**src/rtl/conv_task_sched_pkg.sv**
```systemverilog
// Shared types for the convolution task scheduler: descriptor layout and FSM states.
package conv_task_sched_pkg;

  localparam int unsigned TASK_DESC_W = 40;

  typedef struct packed {
    logic [1:0] mode;
    logic [7:0] idx_cnt;
    logic [7:0] trip_cnt;
    logic       is_new;
    logic       pad_u;
    logic       pad_l;
    logic [5:0] lim_r;
    logic [5:0] lim_d;
    logic [5:0] row_cnt;
    logic       last;
  } task_desc_t;

  typedef enum logic [2:0] {
    IDLE     = 3'd0,
    WAIT_BUF = 3'd1,
    START    = 3'd2,
    RUN      = 3'd3,
    DRAIN    = 3'd4,
    FLUSH    = 3'd5,
    DONE     = 3'd6
  } sched_state_e;

endpackage

```
**src/rtl/conv_task_sched_perf_cnt.sv**
```systemverilog
// Saturating busy/stall/task counters for the task scheduler (built only with CONV_SCHED_PERF_EN).
module sched_perf_cnt #(
  parameter int unsigned W = 32
) (
  input  logic         clk,
  input  logic         rst_n,
  input  logic         i_busy,
  input  logic         i_stall,
  input  logic         i_done,
  output logic [W-1:0] o_busy_cyc,
  output logic [W-1:0] o_stall_cyc,
  output logic [W-1:0] o_task_cnt
);

  logic [W-1:0] r_busy_cyc;
  logic [W-1:0] r_stall_cyc;
  logic [W-1:0] r_task_cnt;

  always_ff @(posedge clk or negedge rst_n) begin
    if (!rst_n) begin
      r_busy_cyc  <= '0;
      r_stall_cyc <= '0;
      r_task_cnt  <= '0;
    end else begin
      if (i_busy && (r_busy_cyc != '1))
        r_busy_cyc <= r_busy_cyc + 1'b1;
      if (i_stall && (r_stall_cyc != '1))
        r_stall_cyc <= r_stall_cyc + 1'b1;
      if (i_done && (r_task_cnt != '1))
        r_task_cnt <= r_task_cnt + 1'b1;
    end
  end

  assign o_busy_cyc  = r_busy_cyc;
  assign o_stall_cyc = r_stall_cyc;
  assign o_task_cnt  = r_task_cnt;

endmodule

```
**src/rtl/conv_task_sched.sv**
```systemverilog
// Per-PE convolution task scheduler: descriptor accept, buffer wait, AGU start/run, drain, write-back.
// Performance counters are built only when CONV_SCHED_PERF_EN is defined; otherwise they read 0.
module conv_task_sched
  import conv_task_sched_pkg::*;
#(
  parameter int unsigned DRAIN_CYC = 9,
  parameter int unsigned PERF_W    = 32
) (
  input  logic                   clk,
  input  logic                   rst,
  input  logic [TASK_DESC_W-1:0] task_desc,
  input  logic                   task_valid,
  output logic                   task_ready,
  input  logic                   buf_ready,
  output logic                   buf_free,
  output logic                   agu_start,
  input  logic                   agu_done,
  output logic [1:0]             conf_mode,
  output logic [7:0]             conf_idx_cnt,
  output logic [7:0]             conf_trip_cnt,
  output logic                   conf_is_new,
  output logic                   conf_pad_u,
  output logic                   conf_pad_l,
  output logic [5:0]             conf_lim_r,
  output logic [5:0]             conf_lim_d,
  output logic [5:0]             conf_row_cnt,
  output logic                   wb_req,
  input  logic                   wb_ack,
  output logic                   task_done,
  output logic                   busy,
  output logic [PERF_W-1:0]      perf_busy_cyc,
  output logic [PERF_W-1:0]      perf_stall_cyc,
  output logic [PERF_W-1:0]      perf_task_cnt
);

  sched_state_e r_state;
  sched_state_e w_state_nxt;
  task_desc_t   r_desc;
  logic [7:0]   r_drain_cnt;
  logic [7:0]   w_drain_nxt;
  logic         r_run_first;
  logic         w_accept;

  logic r_task_ready;
  logic r_busy;
  logic r_agu_start;
  logic r_buf_free;
  logic r_wb_req;
  logic r_task_done;

  assign w_accept = task_valid && r_task_ready;

  always_comb begin
    w_state_nxt = r_state;
    w_drain_nxt = r_drain_cnt;
    case (r_state)
      IDLE:     if (w_accept) w_state_nxt = WAIT_BUF;
      WAIT_BUF: if (buf_ready) w_state_nxt = START;
      START:    w_state_nxt = RUN;
      RUN: begin
        // agu_done is still high from the previous task on the first RUN cycle
        if (!r_run_first && agu_done) begin
          w_state_nxt = DRAIN;
          w_drain_nxt = 8'(DRAIN_CYC - 1);
        end
      end
      DRAIN: begin
        if (r_drain_cnt == '0)
          w_state_nxt = r_desc.last ? FLUSH : DONE;
        else
          w_drain_nxt = r_drain_cnt - 1'b1;
      end
      FLUSH:    if (wb_ack) w_state_nxt = DONE;
      DONE:     w_state_nxt = IDLE;
      default:  w_state_nxt = IDLE;
    endcase
  end

  // Outputs are registered decodes of the next state, so they stay aligned with r_state.
  always_ff @(posedge clk or negedge rst) begin
    if (!rst) begin
      r_state      <= IDLE;
      r_drain_cnt  <= '0;
      r_run_first  <= 1'b0;
      r_task_ready <= 1'b0;
      r_busy       <= 1'b0;
      r_agu_start  <= 1'b0;
      r_buf_free   <= 1'b0;
      r_wb_req     <= 1'b0;
      r_task_done  <= 1'b0;
    end else begin
      r_state      <= w_state_nxt;
      r_drain_cnt  <= w_drain_nxt;
      r_run_first  <= (w_state_nxt == RUN) && (r_state != RUN);
      r_task_ready <= (w_state_nxt == IDLE);
      r_busy       <= (w_state_nxt != IDLE);
      r_agu_start  <= (w_state_nxt == START);
      r_buf_free   <= (w_state_nxt == DRAIN) && (r_state == RUN);
      r_wb_req     <= (w_state_nxt == FLUSH);
      r_task_done  <= (w_state_nxt == DONE);
    end
  end

  always_ff @(posedge clk or negedge rst) begin
    if (!rst)
      r_desc <= '0;
    else if (w_accept)
      r_desc <= task_desc_t'(task_desc);
  end

  assign task_ready    = r_task_ready;
  assign busy          = r_busy;
  assign agu_start     = r_agu_start;
  assign buf_free      = r_buf_free;
  assign wb_req        = r_wb_req;
  assign task_done     = r_task_done;

  assign conf_mode     = r_desc.mode;
  assign conf_idx_cnt  = r_desc.idx_cnt;
  assign conf_trip_cnt = r_desc.trip_cnt;
  assign conf_is_new   = r_desc.is_new;
  assign conf_pad_u    = r_desc.pad_u;
  assign conf_pad_l    = r_desc.pad_l;
  assign conf_lim_r    = r_desc.lim_r;
  assign conf_lim_d    = r_desc.lim_d;
  assign conf_row_cnt  = r_desc.row_cnt;

`ifdef CONV_SCHED_PERF_EN
  logic w_stall;

  assign w_stall = ((r_state == WAIT_BUF) && !buf_ready) ||
                   ((r_state == FLUSH) && !wb_ack);

  sched_perf_cnt #(
    .W (PERF_W)
  ) u_perf (
    .clk         (clk),
    .rst_n       (rst),
    .i_busy      (r_busy),
    .i_stall     (w_stall),
    .i_done      (r_task_done),
    .o_busy_cyc  (perf_busy_cyc),
    .o_stall_cyc (perf_stall_cyc),
    .o_task_cnt  (perf_task_cnt)
  );
`else
  assign perf_busy_cyc  = '0;
  assign perf_stall_cyc = '0;
  assign perf_task_cnt  = '0;
`endif

endmodule

```
**config.mk**
```make
export PLATFORM = sky130hd
export DESIGN_NAME = conv_task_sched
export DESIGN_NICKNAME = d
export VERILOG_FILES = /design/src/rtl/conv_task_sched_pkg.sv /design/src/rtl/conv_task_sched_perf_cnt.sv /design/src/rtl/conv_task_sched.sv
export SDC_FILE = /design/constraint.sdc
export NUM_CORES = 1
export LEC_CHECK = 0
export ABC_AREA = 1
export CAP_MARGIN = 5
export CELL_PAD_IN_SITES_DETAIL_PLACEMENT = 0
export CELL_PAD_IN_SITES_GLOBAL_PLACEMENT = 1
export CORE_ASPECT_RATIO = 1.1
export CORE_MARGIN = 5
export CORE_UTILIZATION = 28
export CTS_CLUSTER_SIZE = 14
export DETAILED_ROUTE_END_ITERATION = 10
export PLACE_DENSITY = 0.88
export SETUP_SLACK_MARGIN = 0.5
export SLEW_MARGIN = 20
export SYNTH_ARGS = -nofsm -noshare
export SYNTH_HDL_FRONTEND = slang
export SYNTH_SLANG_ARGS = --single-unit
```
**constraint.sdc**
```tcl
create_clock -name clk -period 1.75 [get_ports clk]
set_input_delay 0.35 -clock clk [delete_from_list [all_inputs] [get_ports clk]]
set_output_delay 0.35 -clock clk [all_outputs]
set_load 0.01 [all_outputs]
```
==> qor.txt <==
outcome: finished clean
RR Endpoint: r_drain_cnt[7]$_DFFE_PN0P_
RSZ-0062 raised after global routing: yes
CTS root buffer: clkbuf_16
Synth area leaders: dfrtp_1, buf_4, mux2_2
vias per inst: 3.83
Final ANT Viol Nets: 0
initial antenna violation count: 0
Final Hold Vio Count: 0
Die Span Y: 126 um
total die area: 14600 um2
clk sink count: 58
multi-input logic area: 1400 um2
1st-pass router iterations: 4
max incr delay on CP: 400 ps
routed via count: 2263
final wirelength: 7960 um
Max IR drop VDD: 0.733 mV
All-Layer GR Usage: 9.19%
FF-to-FF setup slack: 400 ps
TNS Setup: 0 ps
register area: 1450 um2
Leak: 2.27 nW
CTS tree: built
Tcrit/Tclk final: 76.9%
commonest register cell after synthesis: dfrtp_1
Initial Util: 28.6%
CP Capture Point: r_drain_cnt[7]$_DFFE_PN0P_
Peak Freq: 743 MHz
Synth-to-Final Area Change: 27.8%
synthesized area per cell: 10.1 um2
post-synth cell types: 27
CTS buffer count: 9
nets@finish: 479
wire per inst: 13.5 um
Worst path slowest cell: dfrtp_1
EDFF count, synth: 0
synthesized instance count: 342
Worst-Skew Late Latency: 320 ps
ratio of cells with drive above 1 in the final layout: 38.7%
post-synthesis sequential area ratio: 42.2%
row cnt: 42
Critical Path, Cell by Cell: inv_2 > ha_4 > nand2_2 > nor2_4 > inv_4 > a21oi_4 > nand2_1 > o21ai_1
setup violators final: 0
fillers: 1200
clock share of power: 21.6%
port bufs: 90
Required @ worst endpoint: 2000 ps
Yosys warnings: 0
placer congestion estimate: 0.807
final slew viol count: 0
vias in the first global route: 2135
Clock Skew: 5.66 ps
Clock transition at path regs: 50 ps
Setup CP Type: reg -> reg
Yosys reg bits: 58
core footprint: 12000 um2
first-pass GRT wire length: 10600 um
Overflow after GRT: 0
diodes inserted: 0
largest net degree at the start of global routing: 36
Clock Path Buffers: 2
Reg power frac: 32.4%
Psw: 2.57 mW
internal power: 4.63 mW
top cell type's share of synthesized area: 42.2%
area leader, netlist: dfrtp_1
CP endpoint kind: register
Async SR Flop Fraction: 100%
Worst Hold Class: in -> async
startpoint types: register
final routed DRC violation total: 0
die width: 116 um
H-tree levels: 3
max cap viols: 0
CP max FO: 7
post-DP HPWL: 5390 um
Critical Path AT: 1590 ps
Pwr Density: 1640 nW/um2
Synth Cell Area: 3440 um2
Comb pwr share: 46.0%
Worst setup startpoint: r_drain_cnt[1]$_DFFE_PN0P_
Detailed Route Iter0 Violations: 58
RR Startpoint: r_drain_cnt[1]$_DFFE_PN0P_
Power Total: 7.20 mW
sw frac: 35.7%
Final min period: 1350 ps
Reg2Reg Depth: 8
Ports: 187
-- critical path: cells and delay by family, from the launching register on --
family,cells,cell delay (ps)
AND/OR/NAND/NOR,3,260
adder cells (fa/ha/maj),1,140
AO/OA/AOI/OAI,2,300
buffers and inverters,2,160
flip-flops,1,400
-- metal layers --
layer / vias up / track usage (%) / routed length, um
met3: 10 / 3.17 / 864
met1: 1082 / 10.6 / 2850
met2: 131 / 15.6 / 4050
li1: 1040 / - / -
met4: 0 / 3.48 / 195
met5: - / 0 / 0
-- cells in the final DEF, fill, tap and decap left out, types with 4 or more instances in the layout --
master,count
buf_2,46
nor2_2,8
mux2_2,25
mux2_4,14
buf_4,22
xor2_1,4
nand3_1,4
dfrtp_1,56
clkdlybuf4s50_1,42
clkbuf_16,12
nand2_2,6
nand2_4,4
nor2_1,17
conb_1,96
inv_2,6
nand2_1,25
inv_1,10
-- cell usage after synthesis (all sizes together), types with 2 or more instances --
cell type / number
xor2: 4
inv: 18
mux2: 39
nand3: 7
nor2: 27
nand2: 35
buf: 137
o21ai: 5
a21oi: 4
dfrtp: 58
nor3: 2
-- worst min-delay path by stage --
stage / depth (start not counted) / end / startpoint / slack [ps]
floorplan: 0 / agu_start$_DFF_PN0_ / rst / 50
global placement: 2 / conf_idx_cnt[1]$_DFFE_PN0P_ / rst / 380
detailed placement: 2 / conf_idx_cnt[1]$_DFFE_PN0P_ / rst / 390
CTS: 2 / r_drain_cnt[3]$_DFFE_PN0P_ / rst / 40
global route: 2 / conf_idx_cnt[1]$_DFFE_PN0P_ / rst / 70
finish: 2 / r_drain_cnt[3]$_DFFE_PN0P_ / rst / 40
-- what timing repair did --
| item | 4_1_cts | 5_1_grt |
|---|---|---|
| buffers inserted | 13 | 9 |
| endpoints found under the setup margin | 92 | 49 |
| gates resized for setup | 198 | 31 |
| cloned | 0 | 5 |
| pin swaps | 12 | 10 |
| hold buffers | 0 | 0 |
-- registers in the layout, indices dropped and copies added (netlist names), 2 cells and up --
| register | count |
|---|---|
| conf_idx_cnt | 8 |
| conf_trip_cnt | 8 |
| r_state | 3 |
| conf_lim_d | 6 |
| conf_lim_r | 6 |
| conf_row_cnt | 6 |
| r_drain_cnt | 8 |
| conf_mode | 2 |
-- logic make-up (layout without fill, tap and decap cells) --
group / count (synthesis) / count (layout) / share of synthesized area, %
AOI/OAI and AO/OA: 12 / 12 / 2.47
xor gates and xnor gates: 5 / 5 / 1.27
buffers and inverters: 155 / 155 / 31.6
other: 1 / 96 / 0.109
muxes: 39 / 39 / 12.8
and+or+nand+nor: 71 / 71 / 9.21
adders and majority gates: 1 / 1 / 0.364
DFF: 58 / 58 / 42.2
-- cell type report --
cell class,count,area share (%)
Sequential cell,58,33.1
Multi-Input combinational cell,224,31.8
Timing Repair Buffer,121,22.8
Clock buffer,11,5.53
Tap cell,154,4.39
Inverter,18,1.71
Clock inverter,5,0.684
-- power groups by stage --
| stage | clock [mW] | sequential, mW | combinational [mW] |
|---|---|---|---|
| 6_report | 1.56 | 2.34 | 3.31 |
| 5_1_grt | 1.67 | 2.42 | 3.58 |
| 4_1_cts | 1.61 | 2.32 | 2.85 |
| 3_5_place_dp | 0 | 2.34 | 3.05 |
| 3_3_place_gp | 0 | 2.32 | 2.96 |
| 2_1_floorplan | 0 | 2.26 | 2.38 |
-- metrics by stage --
step | setup slack [ps] | util (%) | hold slack (ps) | cells | cell area [um2]
floorplan | 509 | - | 54.4 | 437 | 3810
global placement | 143 | 32.6 | 378 | 548 | 3930
detailed placement | 109 | 32.6 | 386 | 548 | 3930
CTS | 436 | 34.3 | 43.7 | 577 | 4120
global route | 345 | 36.5 | 68.9 | 591 | 4390
finish | 404 | 36.5 | 37.4 | 591 | 4390
Note: power is estimated with default switching activity, not from simulation.
